## src/rtl/figo_route_logger_if.sv

```systemverilog
// Readout bus of the route logger: show-ahead FIFO head with valid/ready.
// master = the logger (drives head), slave = the telemetry consumer.
interface figo_route_logger_if #(
  parameter int LOC_W = 3
);
  logic             rd_valid;
  logic             rd_ready;
  logic [LOC_W-1:0] rd_data;

  modport master (output rd_valid, output rd_data, input rd_ready);
  modport slave  (input rd_valid, input rd_data, output rd_ready);
endinterface

```

## src/rtl/figo_route_logger.sv

```systemverilog
// Route logger for the FIGO rover: logs every location change into a
// show-ahead FIFO, counts moves, flags arrival at a target and flags stalls.
module figo_route_logger #(
  parameter int LOC_W        = 3,
  parameter int DEPTH        = 8,
  parameter int STALL_CYCLES = 16,
  parameter int CNT_W        = 8
) (
  input  logic                     clk,
  input  logic                     reset,
  input  logic [LOC_W-1:0]         current_location,
  input  logic [LOC_W-1:0]         target_location,
  input  logic                     log_enable,
  figo_route_logger_if.master      rd_if,
  output logic [$clog2(DEPTH):0]   fifo_count,
  output logic [CNT_W-1:0]         move_count,
  output logic                     arrived,
  output logic                     overflow,
  output logic                     stalled
);
  localparam int AW = $clog2(DEPTH);
  localparam int SW = $clog2(STALL_CYCLES + 1);

  typedef enum logic [1:0] {S_IDLE, S_TRACK, S_ARRIVED} state_t;

  state_t           r_state, w_state_nxt;
  logic [LOC_W-1:0] r_prev;
  logic [SW-1:0]    r_stall, w_stall_nxt;
  logic [CNT_W-1:0] r_move;
  logic             r_arrived, r_overflow;
  logic             w_push, w_move, w_hit;

  logic [LOC_W-1:0] r_mem [DEPTH];
  logic [AW-1:0]    r_wr_ptr, r_rd_ptr;
  logic [AW:0]      r_count;
  logic             w_pop, w_full, w_wr, w_empty;

  // State register.
  always_ff @(posedge clk) begin
    if (reset) r_state <= S_IDLE;
    else       r_state <= w_state_nxt;
  end

  // Next state, push/move decisions and next stall count. The stall count
  // defaults to 0 so it clears on a change, on leaving TRACK and outside TRACK.
  always_comb begin
    w_state_nxt = r_state;
    w_push      = 1'b0;
    w_move      = 1'b0;
    w_hit       = 1'b0;
    w_stall_nxt = '0;
    case (r_state)
      S_IDLE: begin
        // Start entry: logged but not counted as a move.
        if (log_enable) begin
          w_push      = 1'b1;
          w_state_nxt = S_TRACK;
        end
      end
      S_TRACK: begin
        if (!log_enable) begin
          w_state_nxt = S_IDLE;
        end else if (current_location != r_prev) begin
          w_push = 1'b1;
          w_move = 1'b1;
        end else if (r_stall != SW'(STALL_CYCLES)) begin
          w_stall_nxt = r_stall + SW'(1);
        end else begin
          w_stall_nxt = r_stall;
        end
      end
      default: begin
        if (!log_enable) w_state_nxt = S_IDLE;
      end
    endcase
    // Arrival is judged on whatever value is being logged this edge.
    if (w_push && (current_location == target_location)) begin
      w_hit       = 1'b1;
      w_state_nxt = S_ARRIVED;
    end
  end

  assign w_empty = (r_count == '0);
  assign w_full  = (r_count == (AW+1)'(DEPTH));
  assign w_pop   = !w_empty && rd_if.rd_ready;
  // A push into a full FIFO still lands if the head leaves on the same edge.
  assign w_wr    = w_push && (!w_full || w_pop);

  // Tracking registers: last logged location, stall count, moves, flags.
  always_ff @(posedge clk) begin
    if (reset) begin
      r_prev     <= '0;
      r_stall    <= '0;
      r_move     <= '0;
      r_arrived  <= 1'b0;
      r_overflow <= 1'b0;
    end else begin
      if (w_push) r_prev <= current_location;
      r_stall   <= w_stall_nxt;
      if (w_move && (r_move != {CNT_W{1'b1}})) r_move <= r_move + CNT_W'(1);
      r_arrived <= w_hit;
      if (w_push && !w_wr) r_overflow <= 1'b1;
    end
  end

  // FIFO storage; contents are don't-care until written, so no reset.
  always_ff @(posedge clk) begin
    if (w_wr) r_mem[r_wr_ptr] <= current_location;
  end

  // FIFO pointers and occupancy; pointers wrap naturally (DEPTH is 2^AW).
  always_ff @(posedge clk) begin
    if (reset) begin
      r_wr_ptr <= '0;
      r_rd_ptr <= '0;
      r_count  <= '0;
    end else begin
      if (w_wr)  r_wr_ptr <= r_wr_ptr + AW'(1);
      if (w_pop) r_rd_ptr <= r_rd_ptr + AW'(1);
      case ({w_wr, w_pop})
        2'b10:   r_count <= r_count + (AW+1)'(1);
        2'b01:   r_count <= r_count - (AW+1)'(1);
        default: r_count <= r_count;
      endcase
    end
  end

  assign rd_if.rd_valid = !w_empty;
  assign rd_if.rd_data  = w_empty ? '0 : r_mem[r_rd_ptr];
  assign fifo_count     = r_count;
  assign move_count     = r_move;
  assign arrived        = r_arrived;
  assign overflow       = r_overflow;
  assign stalled        = (r_state == S_TRACK) && (r_stall == SW'(STALL_CYCLES));
endmodule

```

## src/flat_wrapper.sv

```systemverilog
// flat-port wrapper written by rule: the top's interface ports become plain ports
module figo_route_logger_flat 
#(
  parameter int LOC_W        = 3,
  parameter int DEPTH        = 8,
  parameter int STALL_CYCLES = 16,
  parameter int CNT_W        = 8
)
  (clk, reset, current_location, target_location, log_enable, fifo_count, move_count, arrived, overflow, stalled, rd_if_rd_valid, rd_if_rd_data, rd_if_rd_ready);
  figo_route_logger_if #(.LOC_W(LOC_W)) rd_if_i ();
  input  logic clk;
  input  logic reset;
  input  logic [LOC_W-1:0] current_location;
  input  logic [LOC_W-1:0] target_location;
  input  logic log_enable;
  output logic [$clog2(DEPTH):0] fifo_count;
  output logic [CNT_W-1:0] move_count;
  output logic arrived;
  output logic overflow;
  output logic stalled;
  output wire logic [$bits(rd_if_i.rd_valid)-1:0] rd_if_rd_valid;
  output wire logic [$bits(rd_if_i.rd_data)-1:0] rd_if_rd_data;
  input wire logic [$bits(rd_if_i.rd_ready)-1:0] rd_if_rd_ready;
  assign rd_if_rd_valid = rd_if_i.rd_valid;
  assign rd_if_rd_data = rd_if_i.rd_data;
  assign rd_if_i.rd_ready = rd_if_rd_ready;
  figo_route_logger #(.LOC_W(LOC_W), .DEPTH(DEPTH), .STALL_CYCLES(STALL_CYCLES), .CNT_W(CNT_W)) u_core (.clk(clk), .reset(reset), .current_location(current_location), .target_location(target_location), .log_enable(log_enable), .rd_if(rd_if_i), .fifo_count(fifo_count), .move_count(move_count), .arrived(arrived), .overflow(overflow), .stalled(stalled));
endmodule
```

## config.mk

```make
export PLATFORM = sky130hd
export DESIGN_NAME = figo_route_logger_flat
export DESIGN_NICKNAME = d
export VERILOG_FILES = /design/src/rtl/figo_route_logger_if.sv /design/src/rtl/figo_route_logger.sv /design/src/flat_wrapper.sv
export SDC_FILE = /design/constraint.sdc
export NUM_CORES = 1
export LEC_CHECK = 0
export CAP_MARGIN = 20
export CORE_ASPECT_RATIO = 1.2
export CORE_MARGIN = 2
export CORE_UTILIZATION = 60
export CTS_CLUSTER_DIAMETER = 100
export CTS_CLUSTER_SIZE = 28
export DETAILED_ROUTE_END_ITERATION = 6
export PLACE_DENSITY = 0.81
export SLEW_MARGIN = 10
export SYNTH_ARGS = -nofsm -noshare
export SYNTH_HDL_FRONTEND = slang
export SYNTH_SLANG_ARGS = --single-unit
```

## constraint.sdc

```tcl
create_clock -name clk -period 7.7 [get_ports clk]
set_input_delay 1.54 -clock clk [delete_from_list [all_inputs] [get_ports clk]]
set_output_delay 1.54 -clock clk [all_outputs]
set_load 0.01 [all_outputs]
```

Word level (Yosys, flattened, before mapping):

Memories as Yosys holds them, arrays and structs flattened. A register that Yosys moved wholly into a read port is not among the register bits.
Cells that the tools add are included.

* output and inout port bits: 19
* flip-flop bits (word level): 30
* memory bits (writable): 24
* logic and storage cells: 65
* bits of input ports: 10
* memories: 1

* bitwise gates (word level): 2
* equality and inequality tests: 13
* muxes and demuxes: 16
* $add $sub $neg: 6
* reduce and logical (&&, ||, !) cells: 17

Memory list
* u_core.r_mem: depth 8, width 3, read ports 1, clocked after Yosys merged registers in 1, wr ports 1, RTL line figo_route_logger.sv:33 `logic [LOC_W-1:0] r_mem [DEPTH];`

Operators with widths (count)
* 2-to-1 mux 3 bit: 3
* adder 8 x 1 -> 8 bit (second input constant): 1
* 2-to-1 mux 2 bit: 4
* != test 8 bit (second input constant): 1
* one-hot mux 4 bit (2 select lines): 1
* 2-to-1 mux 1 bit: 7
* adder 3 x 1 -> 3 bit (second input constant): 2
* logical AND 1 bit: 6
* adder 5 x 1 -> 5 bit (second input constant): 1
* == test 5 bit (second input constant): 1
* != test 5 bit (second input constant): 1
* adder 4 x 1 -> 4 bit (second input constant): 1
* == test 2 x 1 -> 1 bit (second input constant): 2
* == test 4 bit (second input constant): 1
* logical NOT 4 bit: 1
* AND reduction 2 bit: 2
* OR reduction 4 bit: 1
* subtractor 4 x 1 -> 4 bit (second input constant): 1
* == test 3 bit: 1
* logical NOT 1 bit: 3
* != test 3 x 1 -> 1 bit (second input constant): 1
* != test 3 x 2 -> 1 bit (second input constant): 1
* != test 3 bit: 1
* == test 2 bit (second input constant): 1
* 8 further kinds: 9

Depth between registers and ports, before layout:

Gate-level depths: netlist of run 1.

* word-level depth: 7
* mapped depth: 12
* mapped depth without buffers: 11

Worst setup path before layout of run 1:

OpenSTA, ideal clock, no wires.

* path type: input-to-reg
* start point: input current_location[0]
* end point: register u_core.r_count[2], in the netlist u_core.fifo_count[2]
* setup time: 0.071 ns
* stages: 10
* arrival: 3.408 ns
* setup slack: 4.222 ns
* buffers on the path: 0
* data required time: 7.629 ns
* cells stage by stage: xnor2_1 a31oi_4 o21ai_2 ha_1 xor2_1 ha_1 a21oi_1 xor2_1 or3_1 a21oi_1

* word-level cells in the longest chain between the ends: 7
* elaborated cells between the ends (all ways): 9
* classes of those cells: 3 x eq/ne; 4 x mux; 2 x reduce/logical

RTL lines
* from (decl): RTL line flat_wrapper.sv:13 `input logic [LOC_W-1:0] current_location;`
* != test 3 bit (*): RTL line figo_route_logger.sv:63 `end else if (current_location != r_prev) begin`
* 2-to-1 mux 1 bit (*): RTL line figo_route_logger.sv:63
* 2-to-1 mux 1 bit (*): RTL line figo_route_logger.sv:61 `if (!log_enable) begin`
* one-hot mux 1 bit (2 select lines) (*): RTL line figo_route_logger.sv:52 `case (r_state)`
* logical AND 1 bit (*): RTL line figo_route_logger.sv:87 `assign w_wr = w_push && (!w_full || w_pop);`
* == test 2 x 1 -> 1 bit / == test 2 bit (equally long branches): RTL line figo_route_logger.sv:120 `case ({w_wr, w_pop})`
* one-hot mux 4 bit (2 select lines) / nonzero test 2 bit (equally long branches)
* to (signal assigned): RTL line figo_route_logger.sv:121 `2'b10: r_count <= r_count + (AW+1)'(1);`
* to (signal assigned): RTL line figo_route_logger.sv:122 `2'b01: r_count <= r_count - (AW+1)'(1);`
* to (signal assigned): RTL line figo_route_logger.sv:123 `default: r_count <= r_count;`
* to (decl): RTL line figo_route_logger.sv:35 `logic [AW:0] r_count;`

Every way passes the cells marked *; elsewhere a longest branch is shown, timed or not.
A chain may end at the register's enable or synchronous reset.

Final worst setup path of run 1:

* start point: input current_location[2]
* end point: register u_core.r_count[2], in the netlist u_core.fifo_count[2]

The elaborated chain is that of the path after synthesis.

==> results.sh, run 1 <==
export IMPL_fmax_mhz=241
export IMPL_cts_path_max_buffers=2
export IMPL_grt_overflow=0
export IMPL_maxCapViolCount=0
export IMPL_avgSynthCellArea_um2=11.2
export IMPL_finalHoldWorstSlack_ps=446
export IMPL_num_fill_cells=304
export IMPL_p_switching_uw=286
export IMPL_power_leakage_uw=0.00111
export IMPL_syn_inst=239
export IMPL_rr_worst_depth=11
export IMPL_status="finished, final reports clean"
export IMPL_clockPowerShare_pct=27.9
export IMPL_synth_nets=260
export IMPL_yosysUniqueCellTypes=39
export IMPL_dp_hpwl_um=3580
export IMPL_ant_nets=0
export IMPL_num_vias=1906
export IMPL_drtIter0Drc=77
export IMPL_ys_seq_area_share_pct=51.4
export IMPL_critPathLaunchType="input port"
export IMPL_peakVddDrop_mv=0.188
export IMPL_fin_area_um2=3180
export IMPL_timing_rr_end="u_core.fifo_count[2]"
export IMPL_drt_pass1_iter_count=4
export IMPL_slew_viol_final=0
export IMPL_grt_pass1_vias=1834
export IMPL_syn_area_um2=2690
export IMPL_floorplan_initialDensity_pct=62.5
export IMPL_ctsHoldBuffers=0
export IMPL_cts_root_buf="clkbuf_8"
export IMPL_clkTransAtPathRegs_ps=60
export IMPL_cts_tree="built"
export IMPL_layout_common_cells="dfxtp_1 (33), clkdlybuf4s50_1 (28), nor2_1 (24), edfxtp_1 (24), a21oi_1 (16)"
export IMPL_holdPathEnd="u_core.overflow"
export IMPL_yosysWarnings=0
export IMPL_gp_congestion=0.819
export IMPL_numCtsBuffers=9
export IMPL_place_area_um2=3000
export IMPL_final_util_pct=74.2
export IMPL_drive_gt1_share_pct=9.78
export IMPL_die_x_um=65.1
export IMPL_power_density_nw_per_um2=290
export IMPL_setup_viol=0
export IMPL_num_antenna_cells=0
export IMPL_grt_pass1_wl_um=8490
export IMPL_design_die_area_um2=5030
export IMPL_core_area_um2=4290
export IMPL_min_from="u_core.overflow"
export IMPL_r2r_slack_ps=4780
export IMPL_finalCritPeriodShare_pct=53.9
export IMPL_cts_setup_buffers=0
export IMPL_via_per_inst=5.74
export IMPL_skew_ps=6.60
export IMPL_grt_usage_pct=22.6
export IMPL_rr_startpoint="u_core.fifo_count[1]"
export IMPL_pwr_share_comb_pct=29.3
export IMPL_crit_fanout=12
export IMPL_endpoint_kind="flop"
export IMPL_grt_max_degree=33
export IMPL_tightestPinTransition_ps=882
export IMPL_p_int_uw=637
export IMPL_synthToLayoutAreaGrowth_pct=18.6
export IMPL_ys_seq_elements=57
export IMPL_nets=292
export IMPL_min_path_cells=2
export IMPL_critical_path_required_ps=7960
export IMPL_p_sw_share_pct=31.0
export IMPL_num_rows=26
export IMPL_numPortBuffers=28
export IMPL_worstSetupPathType="in2reg"
export IMPL_hold_violations=0
export IMPL_h_tree_depth=3
export IMPL_cts_resized=0
export IMPL_die_y_um=77.3
export IMPL_final_common_cell="dfxtp_1"
export IMPL_pwr_share_seq_pct=42.8
export IMPL_cts_sinks=57
export IMPL_drc_errors=0
export IMPL_wl_um=5070
export IMPL_cp_data_arrival_time_ps=4410
export IMPL_setup_tns_ps=0
export IMPL_hold_path_class="reg2reg"
export IMPL_antenna_found_initial=0
export IMPL_pin_count=29
export IMPL_routedWlPerCell_um=15.3
export IMPL_fin_crit_ps=4150
export IMPL_timing_slew_headroom_pct=40.7
export IMPL_rsz0062_at_grt="false"
export IMPL_clock_latency_ps=330
per-stage QoR:
stage / power [uW] / worst slack, ps / cells
2_1_floorplan: 574 / 4220 / 239
3_3_place_gp: 665 / 3350 / 316
3_5_place_dp: 672 / 3200 / 316
4_1_cts: 931 / 3560 / 332
5_1_grt: 973 / 3360 / 332
6_report: 923 / 3550 / 332
area by class of cell:
cell class	count	area [um^2]	area share, %
Clock buffer	12	135	4.24
Clock inverter	4	45.0	1.41
Inverter	9	33.8	1.06
Multi-Input combinational cell	165	1230	38.7
Sequential cell	57	1380	43.4
Tap cell	56	70.1	2.20
Timing Repair Buffer	29	288	9.04
cells in the mapped netlist, drive strengths merged:
library cell | instances | area share (%)
ha | 11 | 5.1
nand2 | 6 | 0.84
mux2i | 6 | 2.2
nand3b | 3 | 0.84
mux4 | 6 | 5.0
or4 | 3 | 0.84
o211ai | 8 | 2.2
o21ai | 11 | 2.2
xor2 | 13 | 4.2
and2 | 1 | 0.23
nor3 | 6 | 1.1
xnor2 | 5 | 1.6
nor4b | 1 | 0.33
nand2b | 2 | 0.47
o41a | 1 | 0.42
or3 | 3 | 0.75
mux2 | 5 | 2.1
and3 | 1 | 0.23
inv | 9 | 1.3
nor3b | 2 | 0.56
o31ai | 5 | 1.6
edfxtp | 24 | 27
nor2b | 6 | 1.4
nand4 | 2 | 0.47
dfxtp | 33 | 25
and3b | 2 | 0.65
nor2 | 24 | 3.4
buf | 2 | 0.61
clkbuf | 6 | 0.84
a21oi | 16 | 3.0
a31oi | 1 | 0.79
nand3 | 8 | 1.5
nor4 | 6 | 1.4
o41ai | 1 | 0.33
worst max path at each step:
| stage | slack (ps) | endpoint | cells after the start | startpoint |
|---|---|---|---|---|
| 3_5_place_dp | 3200 | u_core.fifo_count[2] | 11 | current_location[2] |
| 6_report | 3550 | u_core.fifo_count[2] | 11 | current_location[2] |
| 4_1_cts | 3560 | u_core.fifo_count[2] | 11 | current_location[2] |
| 5_1_grt | 3360 | u_core.fifo_count[2] | 11 | current_location[0] |
| 3_3_place_gp | 3350 | u_core.fifo_count[2] | 11 | current_location[2] |
| 2_1_floorplan | 4220 | u_core.fifo_count[2] | 10 | current_location[0] |
cell families (layout without fill, tap and decap cells):
family / after synthesis / after routing / share of synthesized area, %
simple gates: 76 / 76 / 15.0
flops: 57 / 57 / 51.4
compound gates: 43 / 43 / 10.5
xor+xnor: 18 / 18 / 5.87
mux: 17 / 17 / 9.37
buf+inv: 17 / 54 / 2.70
fa+ha+maj: 11 / 11 / 5.13
power groups by stage:
| stage | Sequential (uW) | Clock, uW | Combinational (uW) |
|---|---|---|---|
| finish | 395 | 257 | 271 |
| global route | 401 | 275 | 296 |
| CTS | 395 | 262 | 274 |
| detailed placement | 401 | 0 | 272 |
| global placement | 399 | 0 | 266 |
| floorplan | 384 | 0 | 190 |
worst max-delay path, cell delays in order:
cell	delay (ps)
clkdlybuf4s50_1	660
xnor2_1	400
a31oi_4	200
o21ai_2	310
ha_1	300
xor2_1	170
ha_1	160
a21oi_1	40
xor2_1	160
or3_1	310
a21oi_1	140
flip-flops by register name (all words and copies together) (netlist names), named ones only:
name	flops
u_core.arrived	1
u_core.fifo_count	4
u_core.move_count	8
u_core.overflow	1
u_core.r_mem	24
u_core.r_prev	3
u_core.r_rd_ptr	3
u_core.r_stall	5
u_core.r_state	2
u_core.r_wr_ptr	3
metal layers:
metal / global-route usage [%] / wire length [um] / vias to the layer above
met5: 0 / 0 / -
met4: 11.0 / 57 / 0
met3: 5.43 / 147 / 7
met2: 37.5 / 2630 / 32
met1: 27.4 / 2230 / 916
li1: - / - / 951
Power figures use the tool's default switching activity.
==> run 2, diff against run 1 <==
- CORE_UTILIZATION: 60 -> 50
- PLACE_DENSITY: 0.81 -> 0.72
- clock period: 7.7 -> 3.5 ns (I/O delays scaled with it)
==> run 2 against run 1 <==
Net effect:
- highest routed layer unchanged
- utilization fell by 12 points
- global-route usage decreased by 4.2 points
- non-clock buffer count up 7
- clock skew fell by 1.2 ps
- critical path depth did not move
- count of clock-buffer cells in the layout fell by 1
- total power is 130% higher
- via count increased by 0.52%
==> results.sh, run 2 (same netlist as run 1, synthesis figures left out) <==
export IMPL_drtIter0Drc=116
export IMPL_use_met2_pct=28.6
export IMPL_ctsHoldBuffers=0
export IMPL_die_y_um=84.3
export IMPL_cts_sinks=57
export IMPL_min_path_cells=2
export IMPL_wl_um=5240
export IMPL_routedWlPerCell_um=15.2
export IMPL_via_per_inst=5.55
export IMPL_grt_max_degree=25
export IMPL_critical_path_required_ps=3740
export IMPL_min_from="u_core.overflow"
export IMPL_timing_slew_headroom_pct=38.9
export IMPL_status="finished, final reports clean"
export IMPL_synthToLayoutAreaGrowth_pct=21.4
export IMPL_grt_pass1_vias=1774
export IMPL_num_vias=1916
export IMPL_core_area_um2=5230
export IMPL_r2r_slack_ps=970
export IMPL_setup_ws_ps=516
export IMPL_power_density_nw_per_um2=639
export IMPL_slew_viol_final=0
export IMPL_power_leakage_uw=0.00115
export IMPL_drc_errors=0
export IMPL_fin_crit_ps=2980
export IMPL_fmax_mhz=335
export IMPL_drive_gt1_share_pct=12.7
export IMPL_dp_hpwl_um=3840
export IMPL_cts_setup_buffers=0
export IMPL_cts_root_buf="clkbuf_8"
export IMPL_num_rows=29
export IMPL_gp_congestion=0.802
export IMPL_clock_latency_ps=320
export IMPL_crit_fanout=7
export IMPL_numCtsBuffers=9
export IMPL_cts_path_max_buffers=2
export IMPL_rr_startpoint="u_core.r_prev[0]"
export IMPL_timing_rr_end="u_core.fifo_count[2]"
export IMPL_skew_ps=5.42
export IMPL_hold_violations=0
export IMPL_worstSetupPathType="in2reg"
export IMPL_finalCritPeriodShare_pct=85.3
export IMPL_drt_pass1_iter_count=4
export IMPL_top_usage_layer="met2"
export IMPL_regMostFlops="u_core.r_mem"
export IMPL_maxCapViolCount=0
export IMPL_cts_tree="built"
export IMPL_setup_viol=0
export IMPL_layout_common_cells="dfxtp_1 (33), clkdlybuf4s50_1 (28), nor2_1 (24), edfxtp_1 (24), a21oi_1 (16)"
export IMPL_cp_data_arrival_time_ps=3220
export IMPL_grt_pass1_wl_um=8560
export IMPL_endpoint_kind="flop"
export IMPL_setup_tns_ps=0
export IMPL_ant_nets=0
export IMPL_clkTransAtPathRegs_ps=60
export IMPL_antenna_found_initial=0
export IMPL_die_x_um=70.9
export IMPL_rr_worst_depth=10
export IMPL_rsz0062_at_grt="false"
export IMPL_cts_resized=0
export IMPL_hold_path_class="reg2reg"
export IMPL_nets=299
export IMPL_critPathLaunchType="input port"
export IMPL_met1_usage_pct=25.4
export IMPL_tightestPinTransition_ps=914
export IMPL_post_place_ws_ps=208
export IMPL_grt_util_met3_pct=3.12
export IMPL_design_die_area_um2=5970
export IMPL_largest_reg_flops=24
export IMPL_pin_count=29
export IMPL_peakVddDrop_mv=0.385
export IMPL_num_antenna_cells=0
export IMPL_grt_overflow=0
export IMPL_holdPathEnd="u_core.overflow"
export IMPL_final_common_cell="dfxtp_1"
export IMPL_grt_usage_pct=18.5
export IMPL_floorplan_initialDensity_pct=51.4
export IMPL_numPortBuffers=28
export IMPL_h_tree_depth=3
run 2: final cells by class:
type	count	area [um^2]
Clock buffer	11	141
Clock inverter	5	55.1
Fill cell	444	1960
Inverter	9	33.8
Multi-Input combinational cell	165	1230
Sequential cell	57	1380
Tap cell	62	77.6
Timing Repair Buffer	36	340
run 2: metrics by stage:
| step | util, % | instance area (um^2) | total power [uW] | hold WS (ps) | cells |
|---|---|---|---|---|---|
| floorplan | - | 2690 | 1260 | 454 | 239 |
| global placement | 58.6 | 3060 | 1500 | 434 | 329 |
| detailed placement | 58.6 | 3060 | 1510 | 439 | 329 |
| CTS | 62.4 | 3260 | 2100 | 448 | 345 |
| global route | 62.4 | 3260 | 2200 | 501 | 345 |
| finish | 62.4 | 3260 | 2080 | 447 | 345 |
run 2: how the worst max path moves through the flow:
| stage | end | cells past startpoint | startpoint | slack [ps] |
|---|---|---|---|---|
| finish | u_core.fifo_count[2] | 11 | rd_if_rd_ready | 520 |
| global placement | u_core.fifo_count[2] | 11 | rd_if_rd_ready | 290 |
| CTS | u_core.fifo_count[2] | 11 | rd_if_rd_ready | 540 |
| global route | u_core.fifo_count[2] | 11 | rd_if_rd_ready | 320 |
| floorplan | u_core.fifo_count[2] | 10 | current_location[0] | 860 |
| detailed placement | u_core.fifo_count[2] | 11 | rd_if_rd_ready | 210 |
run 2: metal layers:
layer | routed length [um] | vias up | part of all wire [%]
li1 | - | 965 | -
met1 | 2390 | 906 | 46
met2 | 2570 | 41 | 49
met3 | 248 | 4 | 4.7
met4 | 34 | 0 | 0.65
met5 | 0 | - | 0
run 2: critical path, stage by stage:
cell,delay [ps]
clkdlybuf4s50_1,460
nand2b_1,190
o41a_1,390
o21ai_2,180
ha_1,320
xor2_1,170
ha_1,160
a21oi_1,50
xor2_1,160
or3_1,300
a21oi_1,130
run 2: report_power, final:
group	internal, uW	switching, uW
Combinational	333	296
Sequential	770	96.6
Clock	345	243
